--- config.mk ---
export PLATFORM = sky130hd
export DESIGN_NAME = sfx_scheduler
export DESIGN_NICKNAME = d
export VERILOG_FILES = /design/src/rtl/sfx_pkg.sv /design/src/rtl/sfx_tick_divider.sv /design/src/rtl/sfx_scheduler.sv
export SDC_FILE = /design/constraint.sdc
export NUM_CORES = 1
export LEC_CHECK = 0
export ABC_AREA = 1
export BUFFER_PORTS_ARGS = -buffer_cell sky130_fd_sc_hd__buf_4
export CAP_MARGIN = 20
export CORE_AREA = 2 2 98 100
export DETAILED_ROUTE_END_ITERATION = 16
export DIE_AREA = 0 0 100 102
export PLACE_DENSITY = 0.57
export SLEW_MARGIN = 20
export SYNTH_ARGS = -nofsm -noshare
export SYNTH_HDL_FRONTEND = slang
export SYNTH_HIERARCHICAL = 1
export SYNTH_SLANG_ARGS = --single-unit
--- constraint.sdc ---
create_clock -name CLK -period 2.6 [get_ports CLK]
set_input_delay 0.13 -clock CLK [delete_from_list [all_inputs] [get_ports CLK]]
set_output_delay 0.13 -clock CLK [all_outputs]
set_load 0.05 [all_outputs]
--- src/rtl/sfx_pkg.sv ---
// Shared definitions for the sound-effect scheduler: FSM encoding, tone ROM
// entry layout and field helpers, source indices and a default effect table.
package sfx_pkg;

  localparam int unsigned PER_W   = 16;
  localparam int unsigned DUR_W   = 10;
  localparam int unsigned ENTRY_W = PER_W + DUR_W;

  localparam int unsigned SFX_PADDLE = 0;
  localparam int unsigned SFX_WALL   = 1;
  localparam int unsigned SFX_BRICK  = 2;
  localparam int unsigned SFX_LIFE   = 3;

  typedef enum logic [1:0] {
    ST_IDLE = 2'd0,
    ST_LOAD = 2'd1,
    ST_PLAY = 2'd2,
    ST_NEXT = 2'd3
  } sfx_state_t;

  function automatic logic [PER_W-1:0] entry_period(input logic [ENTRY_W-1:0] e);
    return e[PER_W-1:0];
  endfunction

  function automatic logic [DUR_W-1:0] entry_dur(input logic [ENTRY_W-1:0] e);
    return e[ENTRY_W-1:PER_W];
  endfunction

  // Default 4x4 table at 50 MHz, highest address first; entry = {dur, half_period}.
  localparam logic [16*ENTRY_W-1:0] SFX_ROM_DEFAULT = {
    {10'd300, 16'd63131}, {10'd150, 16'd50000}, {10'd150, 16'd37879}, {10'd150, 16'd28409},
    {10'd0,   16'd0},     {10'd0,   16'd0},     {10'd25,  16'd18939}, {10'd25,  16'd28409},
    {10'd0,   16'd0},     {10'd0,   16'd0},     {10'd0,   16'd0},     {10'd30,  16'd37879},
    {10'd0,   16'd0},     {10'd0,   16'd0},     {10'd0,   16'd0},     {10'd40,  16'd56818}
  };

endpackage

--- src/rtl/sfx_tick_divider.sv ---
// Free-running duration tick: TICK is high for one cycle every TICK_DIV
// cycles, with the phase realigned by RESTART.
module sfx_tick_divider #(
  parameter int unsigned TICK_DIV = 48828
) (
  input  logic CLK,
  input  logic RESET_N,
  input  logic RESTART,
  output logic TICK
);

  localparam int unsigned CW = (TICK_DIV > 1) ? $clog2(TICK_DIV) : 1;
  localparam logic [CW-1:0] LAST = CW'(TICK_DIV - 1);

  logic [CW-1:0] cnt_q, cnt_d;

  always_comb begin
    cnt_d = cnt_q;
    if (RESTART || cnt_q == LAST) begin
      cnt_d = '0;
    end else begin
      cnt_d = cnt_q + 1'b1;
    end
  end

  always_ff @(posedge CLK or negedge RESET_N) begin
    if (!RESET_N) begin
      cnt_q <= '0;
    end else begin
      cnt_q <= cnt_d;
    end
  end

  assign TICK = (cnt_q == LAST);

endmodule

--- src/rtl/sfx_scheduler.sv ---
// Fixed-priority sound-effect arbiter and note sequencer driving the square
// synth's half period and enable from a parameter-initialised tone ROM.
module sfx_scheduler
  import sfx_pkg::*;
#(
  parameter int unsigned NUM_SRC  = 4,
  parameter int unsigned NOTES    = 4,
  parameter int unsigned TICK_DIV = 48828,
  parameter logic [NUM_SRC*NOTES*ENTRY_W-1:0] ROM_INIT = SFX_ROM_DEFAULT
) (
  input  logic                       CLK,
  input  logic                       RESET_N,
  input  logic [NUM_SRC-1:0]         REQ,
  output logic [NUM_SRC-1:0]         ACK,
  output logic [PER_W-1:0]           HALF_PERIOD,
  output logic                       SYNTH_EN,
  output logic                       BUSY,
  output logic [$clog2(NUM_SRC)-1:0] ACTIVE_ID
);

  localparam int unsigned IDW = $clog2(NUM_SRC);
  localparam int unsigned SW  = $clog2(NOTES);

  sfx_state_t         state_q, state_d;
  logic [NUM_SRC-1:0] pend_q, pend_d;
  logic [NUM_SRC-1:0] ack_q, ack_d;
  logic [IDW-1:0]     active_q, active_d;
  logic [SW-1:0]      step_q, step_d;
  logic [PER_W-1:0]   half_q, half_d;
  logic               en_q, en_d;
  logic [DUR_W-1:0]   dcnt_q, dcnt_d;
  logic [DUR_W-1:0]   dur_q, dur_d;

  logic [ENTRY_W-1:0] rom_entry;
  logic [IDW-1:0]     top_idx;
  logic               any_pend;
  logic               grant;
  logic               restart;
  logic               tick;

  sfx_tick_divider #(.TICK_DIV(TICK_DIV)) u_tick (
    .CLK     (CLK),
    .RESET_N (RESET_N),
    .RESTART (restart),
    .TICK    (tick)
  );

  always_comb begin
    rom_entry = ROM_INIT[(32'(active_q) * NOTES + 32'(step_q)) * ENTRY_W +: ENTRY_W];
  end

  always_comb begin
    top_idx  = '0;
    any_pend = 1'b0;
    for (int unsigned i = 0; i < NUM_SRC; i++) begin
      if (pend_q[i]) begin
        top_idx  = IDW'(i);
        any_pend = 1'b1;
      end
    end
  end

  always_comb begin
    state_d  = state_q;
    pend_d   = pend_q;
    ack_d    = '0;
    active_d = active_q;
    step_d   = step_q;
    half_d   = half_q;
    en_d     = en_q;
    dcnt_d   = dcnt_q;
    dur_d    = dur_q;
    restart  = 1'b0;
    grant    = any_pend && (state_q == ST_IDLE || top_idx > active_q);

    if (grant) begin
      // A grant (fresh or preempting) overrides the sequencer; outputs hold until the next LOAD.
      state_d         = ST_LOAD;
      active_d        = top_idx;
      step_d          = '0;
      ack_d[top_idx]  = 1'b1;
      pend_d[top_idx] = 1'b0;
    end else begin
      case (state_q)
        ST_LOAD: begin
          restart = 1'b1;
          dcnt_d  = '0;
          if (entry_dur(rom_entry) == '0 && step_q != '0) begin
            state_d = ST_IDLE;
            en_d    = 1'b0;
          end else begin
            state_d = ST_PLAY;
            half_d  = entry_period(rom_entry);
            dur_d   = entry_dur(rom_entry);
            en_d    = (entry_period(rom_entry) != '0) && (entry_dur(rom_entry) != '0);
          end
        end
        ST_PLAY: begin
          if (dur_q == '0) begin
            state_d = ST_NEXT;
          end else if (tick) begin
            dcnt_d = dcnt_q + 1'b1;
            if (dcnt_d == dur_q) begin
              state_d = ST_NEXT;
            end
          end
        end
        ST_NEXT: begin
          if (step_q == SW'(NOTES - 1)) begin
            state_d = ST_IDLE;
            en_d    = 1'b0;
          end else begin
            step_d  = step_q + 1'b1;
            state_d = ST_LOAD;
          end
        end
        default: ;
      endcase
    end

    pend_d = pend_d | REQ;
  end

  always_ff @(posedge CLK or negedge RESET_N) begin
    if (!RESET_N) begin
      state_q  <= ST_IDLE;
      pend_q   <= '0;
      ack_q    <= '0;
      active_q <= '0;
      step_q   <= '0;
      half_q   <= '0;
      en_q     <= 1'b0;
      dcnt_q   <= '0;
      dur_q    <= '0;
    end else begin
      state_q  <= state_d;
      pend_q   <= pend_d;
      ack_q    <= ack_d;
      active_q <= active_d;
      step_q   <= step_d;
      half_q   <= half_d;
      en_q     <= en_d;
      dcnt_q   <= dcnt_d;
      dur_q    <= dur_d;
    end
  end

  assign ACK         = ack_q;
  assign HALF_PERIOD = half_q;
  assign SYNTH_EN    = en_q;
  assign BUSY        = (state_q != ST_IDLE);
  assign ACTIVE_ID   = active_q;

endmodule

=== Word level (Yosys, flattened, before mapping) ===
Cells that the tools add are included.
Widths: inputs -> output; s select.

* Add/sub/neg operators: 4
* Multiply operators: 1
* $lt $le $gt $ge: 3
* Equality and inequality tests: 12
* Shift operators: 1
* Multiplexer cells: 30
* Bitwise logic cells: 5
* Reduce and logical (&&, ||, !) cells: 22

{| class="wikitable"
|+ Operators by type and width
! operator !! number
|-
| $shiftx 416x11->26 const A || 1
|-
| $logic_not 10->1 || 2
|-
| $mux 10 || 2
|-
| $mux 2 || 10
|-
| $pmux 10 s2 || 1
|-
| $add 16x1->16 const B || 1
|-
| $eq 16x16->1 const B || 1
|-
| $mux 16 || 1
|-
| $reduce_bool 16->1 || 1
|-
| $mux 1 || 11
|-
| $add 10x1->10 const B || 1
|-
| $eq 10x10->1 || 1
|-
| $reduce_bool 10->1 || 1
|-
| $reduce_bool 2->1 || 5
|-
| $mul 5x4->9 const B || 1
|-
| $reduce_and 3->1 || 3
|-
| $mux 4 || 2
|-
| $ne 2x2->1 const B || 4
|-
| $ne 4x4->1 const B || 2
|-
| $eq 2x2->1 const B || 3
|-
| $pmux 2 s3 || 1
|-
| $add 4x2->5 || 1
|-
| $and 4x4->4 || 1
|-
| $logic_and 1x1->1 || 4
|-
| other kinds (15) || 17
|}

* Flip-flop bits (word level): 67
* Output and inout bits: 24

=== Longest topological paths before layout ===
Gate-level depths: netlist (run 1).

* Depth in word-level cells: 11
* Depth in mapped cells: 15
* Depth with buffers taken out: 14

=== Modules after synthesis ===
Netlist (run 1), hierarchy kept.

{| class="wikitable"
|+ Modules (own cells, without submodules)
! module !! times used !! cells an instance !! area each (um2)
|-
| sfx_scheduler || 1 || 320 || 2,638.8
|-
| sfx_tick_divider || 1 || 123 || 934.6
|}

=== Worst setup path after synthesis (run 1) ===
Ideal clock, no wire load.

* Path kind: reg-to-reg
* From: reg active_q[1] (netlist: ACTIVE_ID[1])
* To: reg half_q[3] (netlist: HALF_PERIOD[3])
* Arrival: 2.083 ns
* Required time: 2.475 ns
* Slack: 0.392 ns
* Stages on the path, launching flop included: 15
* Path buffers: 2
* Period minus slack after synthesis: 2.208 ns
* Path through: dfrtp_1 -> inv_1 -> ha_1 -> inv_1 -> nor2_1 -> o21ai_1 -> nand2_2 -> nand2_4 -> nand2_2 -> clkinv_2 -> nand2_2 -> buf_6 -> buf_6 -> nand2_1 -> o31ai_1

* Longest elaborated chain between the ends: 7
* Elaborated cells on any way between the ends: 11
* Those cells by class: add/sub (1); mul (1); order compare (1); shift (1); bitwise (2); reduce/logical (5)

{| class="wikitable"
|+ RTL lines
! element !! RTL line !! RTL
|-
| start: declaration || sfx_scheduler.sv:27 || <nowiki>logic [IDW-1:0] active_q, active_d;</nowiki>
|-
| start signal: assignment || sfx_scheduler.sv:139 || <nowiki>active_q <= active_d;</nowiki>
|-
| $add 4x2->5 || sfx_scheduler.sv:49 || <nowiki>rom_entry = ROM_INIT[(32'(active_q) * NOTES + 32'(step_q)) * ENTRY_W +: ENTRY_W];</nowiki>
|-
| $mul 5x4->9 || sfx_scheduler.sv:49 ||
|-
| $shiftx 416x11->26 || sfx_scheduler.sv:49 ||
|-
| $logic_not 10->1 || sfx_scheduler.sv:88 || <nowiki>if (entry_dur(rom_entry) == '0 && step_q != '0) begin</nowiki>
|-
| $logic_and 1x1->1 || sfx_scheduler.sv:88 ||
|-
| $not 1->1 (no line) || -- ||
|-
| $reduce_and 3->1 (no line) || -- ||
|-
| end signal: assignment || sfx_scheduler.sv:141 || <nowiki>half_q <= half_d;</nowiki>
|-
| end: declaration || sfx_scheduler.sv:29 || <nowiki>logic [PER_W-1:0] half_q, half_d;</nowiki>
|}

Several ways; a longest one is shown, not always the timed one.
A chain may end at the register's enable or synchronous reset.

=== Worst setup path after layout (run 1) ===
* From: reg pend_q[3]
* To: reg half_q[3] (netlist: HALF_PERIOD[3])

* Longest elaborated chain between the ends: 6
* Elaborated cells on any way between the ends: 7
* Those cells by class: order compare (1); mux (2); bitwise (1); reduce/logical (3)

{| class="wikitable"
|+ RTL lines
! element !! RTL line !! RTL
|-
| start: declaration || sfx_scheduler.sv:25 || <nowiki>logic [NUM_SRC-1:0] pend_q, pend_d;</nowiki>
|-
| start signal: assignment || sfx_scheduler.sv:137 || <nowiki>pend_q <= pend_d;</nowiki>
|-
| $mux 2 || sfx_scheduler.sv:56 || <nowiki>if (pend_q[i]) begin</nowiki>
|-
| named net top_idx[1] || sfx_scheduler.sv:35 || <nowiki>logic [IDW-1:0] top_idx;</nowiki>
|-
| $gt 2x2->1 || sfx_scheduler.sv:74 || <nowiki>grant = any_pend && (state_q == ST_IDLE || top_idx > active_q);</nowiki>
|-
| $logic_or 1x1->1 || sfx_scheduler.sv:74 ||
|-
| $logic_and 1x1->1 || sfx_scheduler.sv:74 ||
|-
| $not 1->1 (no line) || -- ||
|-
| $reduce_and 3->1 (no line) || -- ||
|}

The timed path passes the listed nets, and every way through them passes these cells.

==> insert_results.sql, run 1 <==
INSERT INTO impl_metrics (metric_group, metric, value, unit) VALUES
('pwr', 'worst_vdd_rail_ir_drop', '0.679', 'mV'),
('clock_network', 'cts_post_setup_buffers_inserted', '0', ''),
('timing', 'hold_viol_final', '0', ''),
('timing', 'maxSlewViolCount', '0', ''),
('timing', 'rsz0062_at_grt', 'false', ''),
('final_layout', 'antennaDiodeCount', '0', ''),
('timing', 'finalClockSkew', '8.30', 'ps'),
('routing', 'postRouteAntennaNets', '0', ''),
('setup_path', 'worst_path_max_delay_cell', 'dfrtp_1', ''),
('setup_path', 'crit-reg2reg-capture', 'HALF_PERIOD[3]', ''),
('setup_path', 'worstPathArrival', '2450', 'ps'),
('final_layout', 'areaGrowthSynthToFinish', '15.6', '%'),
('global_route', 'grt_first_pass_wirelength', '13.1', 'mm'),
('logic_synthesis', 'synth_top_area_share', '45.5', '%'),
('placement', 'place_area', '0.00388', 'mm^2'),
('placement', 'hpwlAfterDp', '5.51', 'mm'),
('logic_synthesis', 'synth-warning-count', '6', ''),
('timing', 'post-route-min-period', '2190', 'ps'),
('setup_path', 'worst_setup_path_end_kind', 'flip-flop', ''),
('setup_path', 'regToRegStartpoint', 'pend_q[3]', ''),
('global_route', 'initial_antenna_violation_count', '0', ''),
('logic_synthesis', 'ys_async_sr_fraction', '100', '%'),
('routing', 'num_vias', '2911', ''),
('setup_path', 'ff2ff_path_depth', '13', ''),
('setup_path', 'register_to_register_setup_slack', '410', 'ps'),
('pwr', 'net-switching-power', '2480', 'uW'),
('setup_path', 'critPathLaunchType', 'flip-flop', ''),
('routing', 'route.detailed.drc', '0', ''),
('die', 'chipHeight', '102', 'um'),
('global_route', 'vias_in_the_first_global_route', '2909', ''),
('logic_synthesis', 'avgSynthCellArea', '8.07', 'um^2'),
('pwr', 'p_per_area', '1230', 'mW/mm^2'),
('clock_network', 'numCtsBuffers', '9', ''),
('clock_network', 'cts.path.max_buffers', '2', ''),
('routing', 'wire_per_inst', '12.4', 'um'),
('setup_path', 'setup.worst_path.start', 'pend_q[3]', ''),
('global_route', 'pin_count_of_the_biggest_net_entering_global_routing', '66', ''),
('die', 'boundaryPins', '30', ''),
('die', 'floorplan.initialDensity', '39.2', '%'),
('setup_path', 'path_cells', 'inv_1 > nand2_1 > ha_1 > inv_1 > nor2_1 > o21ai_1 > nand2_2 > nand2_4 > nand2_2 > clkinv_2 > nand2_4 > buf_4 > o31ai_1', ''),
('pwr', 'static-leakage-power', '0.00194', 'uW'),
('final_layout', 'final_net_count', '500', ''),
('routing', 'avgViaCountPerCell', '4.86', ''),
('setup_path', 'timing.critical_path.slowest_cell_delay', '390', 'ps'),
('routing', 'finalWirelength', '7.43', 'mm'),
('placement', 'buffer_ports.inserted', '29', ''),
('logic_synthesis', 'synth_ff_type', 'dfrtp_1', ''),
('setup_path', 'worstSetupPathType', 'flip-flop to flip-flop', ''),
('clock_network', 'cts.clk_slew.worst_paths', '70', 'ps'),
('setup_path', 'worst_path_dominant_cell_family', 'simple AND/OR/NAND/NOR gates', ''),
('logic_synthesis', 'synthCells', '443', ''),
('die', 'fp.dieW', '100', 'um'),
('logic_synthesis', 'synth.yosys.seq_area_share', '45.5', '%'),
('clock_network', 'clock-sinks', '65', ''),
('final_layout', 'mostFrequentLayoutCells', '94 x nand2_1, 65 x dfrtp_1, 64 x nor2_1', ''),
('logic_synthesis', 'synth-edff-count', '0', ''),
('setup_path', 'critical_path_peak_fanout', '15', ''),
('timing', 'fin_hold_ws', '426', 'ps'),
('logic_synthesis', 'synth.net_count', '460', ''),
('timing', 'slew_headroom', '45.6', '%'),
('final_layout', 'post_route_cells_drive_above_1_share', '17.6', '%'),
('logic_synthesis', 'netlist.top_cell.by_area', 'dfrtp_1', ''),
('placement', 'dp_slack', '211', 'ps'),
('timing', 'post-route-period-util', '84.2', '%'),
('die', 'floorplan.die_area', '0.0102', 'mm^2'),
('pwr', 'internal-power', '2580', 'uW'),
('clock_network', 'worstSkewPairLatency', '340', 'ps'),
('logic_synthesis', 'synth.lib_cells_used.distinct', '36', ''),
('logic_synthesis', 'synth_top_cells_by_area', 'dfrtp_1 46%, nand2_1 9.9%, nor2_1 6.7%', ''),
('clock_network', 'cts-htree-levels', '3', ''),
('run_status', 'result_of_the_run', 'completed', '');
-- sequential cells by signal, indices dropped and copies added, names as in the netlist --
register and count:
ACK 4, ACTIVE_ID 2, HALF_PERIOD 16, SYNTH_EN 1, dcnt_q 10, dur_q 8
pend_q 4, state_q 2, step_q 2, u_tick/cnt_q 16
-- power groups by stage --
stage | Sequential [uW] | Clock (uW) | Combinational (uW)
floorplan | 2020 | 0 | 1640
global placement | 1580 | 0 | 2630
detailed placement | 1580 | 0 | 2660
CTS | 1560 | 882 | 2680
global route | 1610 | 919 | 2980
finish | 1560 | 851 | 2650
-- logic make-up after synthesis --
| kind of cell | share of synthesized area [%] |
|---|---|
| AO/OA/AOI/OAI | 11.4 |
| XOR/XNOR | 2.21 |
| adder cells (fa/ha/maj) | 3.85 |
| buffers and inverters | 8.72 |
| flip-flops | 45.5 |
| multiplexers | 0.280 |
| AND/OR/NAND/NOR | 28.0 |
-- cell type report --
type	instances	area [um^2]
clock buffers	9	124
repair buffers	36	283
well taps	111	139
inverters	65	248
clock inverters	7	71.3
multi-input cells	306	1640
fillers	942	4980
flip-flops and latches	65	1630
-- synth_stat cells (5+ instances only) --
cell type  count
o21ai_2        8
ha_1          11
nand2_1       94
o21bai_1       5
xor2_1         6
nor3_1         7
nand4_1       12
o21ai_1        5
nand3_1       23
inv_1         58
a21oi_1        6
o21ai_0       13
buf_6          5
dfrtp_1       65
nand2_2       10
nor2_1        64
o22ai_1        8
-- metrics by stage --
| stage | std cells | total power (uW) | utilization (%) |
|---|---|---|---|
| 2_1_floorplan | 443 | 3660 | - |
| 3_3_place_gp | 578 | 4210 | 42.6 |
| 3_5_place_dp | 578 | 4240 | 42.6 |
| 4_1_cts | 599 | 5130 | 45.3 |
| 5_1_grt | 599 | 5510 | 45.4 |
| 6_report | 599 | 5070 | 45.4 |
-- routing by layer --
| metal | vias to the layer above | wire (um) | track usage [%] |
|---|---|---|---|
| met4 | 0 | 142 | 6.43 |
| met3 | 15 | 199 | 3.42 |
| li1 | 1498 | - | - |
| met1 | 1359 | 3610 | 21.5 |
| met2 | 39 | 3490 | 25.7 |
| met5 | - | 0 | 0 |
-- worst max path at each step --
stage / to / slack, ps / depth (start not counted)
after floorplan: HALF_PERIOD[3] / 390 / 14
after global placement: HALF_PERIOD[9] / 380 / 14
after detailed placement: HALF_PERIOD[9] / 210 / 14
after CTS: HALF_PERIOD[9] / 200 / 14
after global routing: HALF_PERIOD[3] / 130 / 13
final: HALF_PERIOD[3] / 410 / 13
-- timing repair --
item	CTS	global route
endpoints found under the setup margin	0	5
hold buffers	5	0
resized for setup	0	2
endpoints found under the hold margin	69	0
No activity file was read; power rests on OpenSTA's default activity.
==> inputs of run 2 (changes only) <==
PLACE_DENSITY = 0.59   (was 0.57)
clock period = 1.9 ns   (was 2.6 ns; I/O delays follow)
==> insert_results.sql, run 2 (same netlist as run 1, synthesis figures left out) <==
INSERT INTO impl_metrics (metric_group, metric, value, unit) VALUES
('die', 'boundaryPins', '30', ''),
('hold_path', 'hold_path.class', 'primary input to asynchronous set/reset pin', ''),
('setup_path', 'register_to_register_setup_slack', '3', 'ps'),
('setup_path', 'worstSetupPathType', 'flip-flop to flip-flop', ''),
('die', 'fp.dieW', '100', 'um'),
('timing', 'slew_headroom', '71.0', '%'),
('timing', 'setup_violations', '0', ''),
('clock_network', 'cts.clk_slew.worst_paths', '80', 'ps'),
('setup_path', 'worst_path_max_delay_cell', 'dfrtp_1', ''),
('global_route', 'initial_antenna_violation_count', '0', ''),
('global_route', 'vias_in_the_first_global_route', '3086', ''),
('placement', 'hpwlAfterDp', '5.98', 'mm'),
('timing', 'worst_pin_slew', '435', 'ps'),
('global_route', 'grt_first_pass_wirelength', '14.1', 'mm'),
('die', 'floorplan.initialDensity', '39.2', '%'),
('final_layout', 'register_area', '0.00163', 'mm^2'),
('pwr', 'p_per_area', '1830', 'mW/mm^2'),
('global_route', 'grt_util_all_layers', '17.4', '%'),
('die', 'floorplan.die_area', '0.0102', 'mm^2'),
('run_status', 'result_of_the_run', 'completed', ''),
('global_route', 'pin_count_of_the_biggest_net_entering_global_routing', '35', ''),
('pwr', 'worst_vdd_rail_ir_drop', '1.09', 'mV'),
('final_layout', 'final_common_cell', 'nand2_1', ''),
('setup_path', 'path_cells', 'inv_2 > nand2_4 > ha_4 > inv_2 > nor2_2 > o21ai_2 > nand2_2 > nand2_4 > nand2_4 > a21oi_4 > buf_12 > buf_8 > o22ai_1', ''),
('timing', 'fin_hold_ws', '230', 'ps'),
('timing', 'post-route-period-util', '99.9', '%'),
('routing', 'wire_per_inst', '13.6', 'um'),
('setup_path', 'crit-reg2reg-capture', 'dcnt_q[1]', ''),
('routing', 'first_iter_violations', '104', ''),
('final_layout', 'layout.core_utilization', '52.9', '%'),
('routing', 'num_vias', '3185', ''),
('setup_path', 'critical_path_peak_fanout', '5', ''),
('timing', 'post-route-min-period', '1900', 'ps'),
('placement', 'globalplace.congestion', '0.851', ''),
('clock_network', 'ctsRootBufferMaster', 'clkbuf_8', ''),
('final_layout', 'post_route_cells_drive_above_1_share', '32.1', '%'),
('placement', 'dp_slack', '-49.0', 'ps'),
('timing', 'maxSlewViolCount', '0', ''),
('routing', 'finalWirelength', '8.78', 'mm'),
('clock_network', 'cts-htree-levels', '3', ''),
('final_layout', 'final_net_count', '544', ''),
('routing', 'route.detailed.drc', '0', ''),
('placement', 'buffer_ports.inserted', '29', ''),
('pwr', 'power', '8790', 'uW'),
('final_layout', 'areaGrowthSynthToFinish', '34.8', '%'),
('die', 'placementRows', '35', ''),
('setup_path', 'timing.critical_path.slowest_cell_delay', '410', 'ps'),
('pwr', 'static-leakage-power', '0.00226', 'uW'),
('setup_path', 'ff2ff_path_depth', '13', ''),
('final_layout', 'antennaDiodeCount', '0', ''),
('final_layout', 'final_cell_area', '0.00482', 'mm^2'),
('setup_path', 'critPathRequiredTime', '2120', 'ps'),
('clock_network', 'clock-sinks', '65', ''),
('clock_network', 'cts_tree', 'yes', ''),
('timing', 'finalWorstSetupSlack', '2.55', 'ps'),
('placement', 'place_area', '0.00419', 'mm^2'),
('setup_path', 'critPathLaunchType', 'flip-flop', ''),
('global_route', 'grt_overflow', '0', ''),
('clock_network', 'numCtsBuffers', '9', ''),
('routing', 'drt_pass1_iterations', '4', ''),
('setup_path', 'worst_setup_path_end_kind', 'flip-flop', ''),
('timing', 'hold_viol_final', '0', ''),
('timing', 'fmax', '527', 'MHz'),
('die', 'floorplan.core_area', '0.00911', 'mm^2'),
('final_layout', 'fillCellCount', '871', ''),
('routing', 'avgViaCountPerCell', '4.95', ''),
('clock_network', 'worstSkewPairLatency', '340', 'ps'),
('clock_network', 'cts.path.max_buffers', '2', ''),
('die', 'chipHeight', '102', 'um'),
('routing', 'postRouteAntennaNets', '0', ''),
('timing', 'rsz0062_at_grt', 'true', ''),
('setup_path', 'critical_path_s_most_frequent_cell', 'nand2_4', ''),
('final_layout', 'mostFrequentLayoutCells', '84 x nand2_1, 63 x dfrtp_1, 61 x nor2_1, 61 x buf_4, 53 x inv_1', ''),
('timing', 'finalClockSkew', '8.47', 'ps'),
('final_layout', 'multi_input_area', '0.00188', 'mm^2'),
('setup_path', 'worstPathArrival', '2120', 'ps'),
('run', 'cap_violations', '0', ''),
('setup_path', 'regToRegStartpoint', 'pend_q[3]', '');
run 2: cell types whose count changed in the layout (fill, tap and decap cells not counted), moves of 4 or more:
cell / change
o22ai_1: -6
buf_4: +30
inv_1: -5
nand2_2: +6
nor3_1: -4
inv_2: +5
nor3_2: +4
nand2_4: +5
nand2_1: -10
o22ai_2: +6
run 2: layout make-up:
type | count | share of cell area (%)
clock buffer | 10 | 2.65
clock inverter | 6 | 1.71
inverter | 65 | 5.51
multi-input combinational | 309 | 39.1
sequential | 65 | 33.8
tap | 111 | 2.88
timing repair buffer | 76 | 14.2
timing repair inverter | 1 | 0.234
run 2: how the worst max path moves through the flow:
stage                     slack (ps)  cells after the start              to         start
after floorplan                  -20                     14  HALF_PERIOD[3]  ACTIVE_ID[1]
after global placement            -2                     14  HALF_PERIOD[9]     pend_q[2]
after detailed placement         -50                     14  HALF_PERIOD[9]     pend_q[2]
after CTS                          9                     13       dcnt_q[9]     pend_q[3]
after global routing            -130                     13  HALF_PERIOD[3]     pend_q[2]
final                              3                     13       dcnt_q[1]     pend_q[3]
run 2: what timing repair did:
action                                  CTS  global route
resized for setup                         9            46
gates cloned                              1             6
setup buffers                             0             5
hold buffers                              5             0
pin swaps                                 3            16
endpoints found under the setup margin   30            59
endpoints found under the hold margin    35             0
run 2: routing by layer:
layer,up-vias,part of all wire [%],track usage [%]
met5,-,0,0
met3,16,2.8,3.15
met2,63,50,30.0
met1,1510,45,21.9
met4,0,2.1,6.95
li1,1596,-,-
run 2: power breakdown:
| group | switching (uW) | leakage [uW] | total, uW | internal, uW |
|---|---|---|---|---|
| logic | 3280 | 0.00135 | 5420 | 2140 |
| registers | 252 | 0.000809 | 2070 | 1820 |
| clock network | 569 | 0.000106 | 1300 | 733 |
run 2: stage by stage:
step	instances	setup TNS, ps
final	643	0
after global placement	610	-3.02
after CTS	632	0
after floorplan	443	-142
after detailed placement	610	-234
after global routing	643	-2850
run 2: critical path: cells and delay by family, from the launching register on:
kind,cells,cell delay (ps)
compound gates,3,420
fa+ha+maj,1,210
simple gates,5,330
buf+inv,4,400
flops,1,410
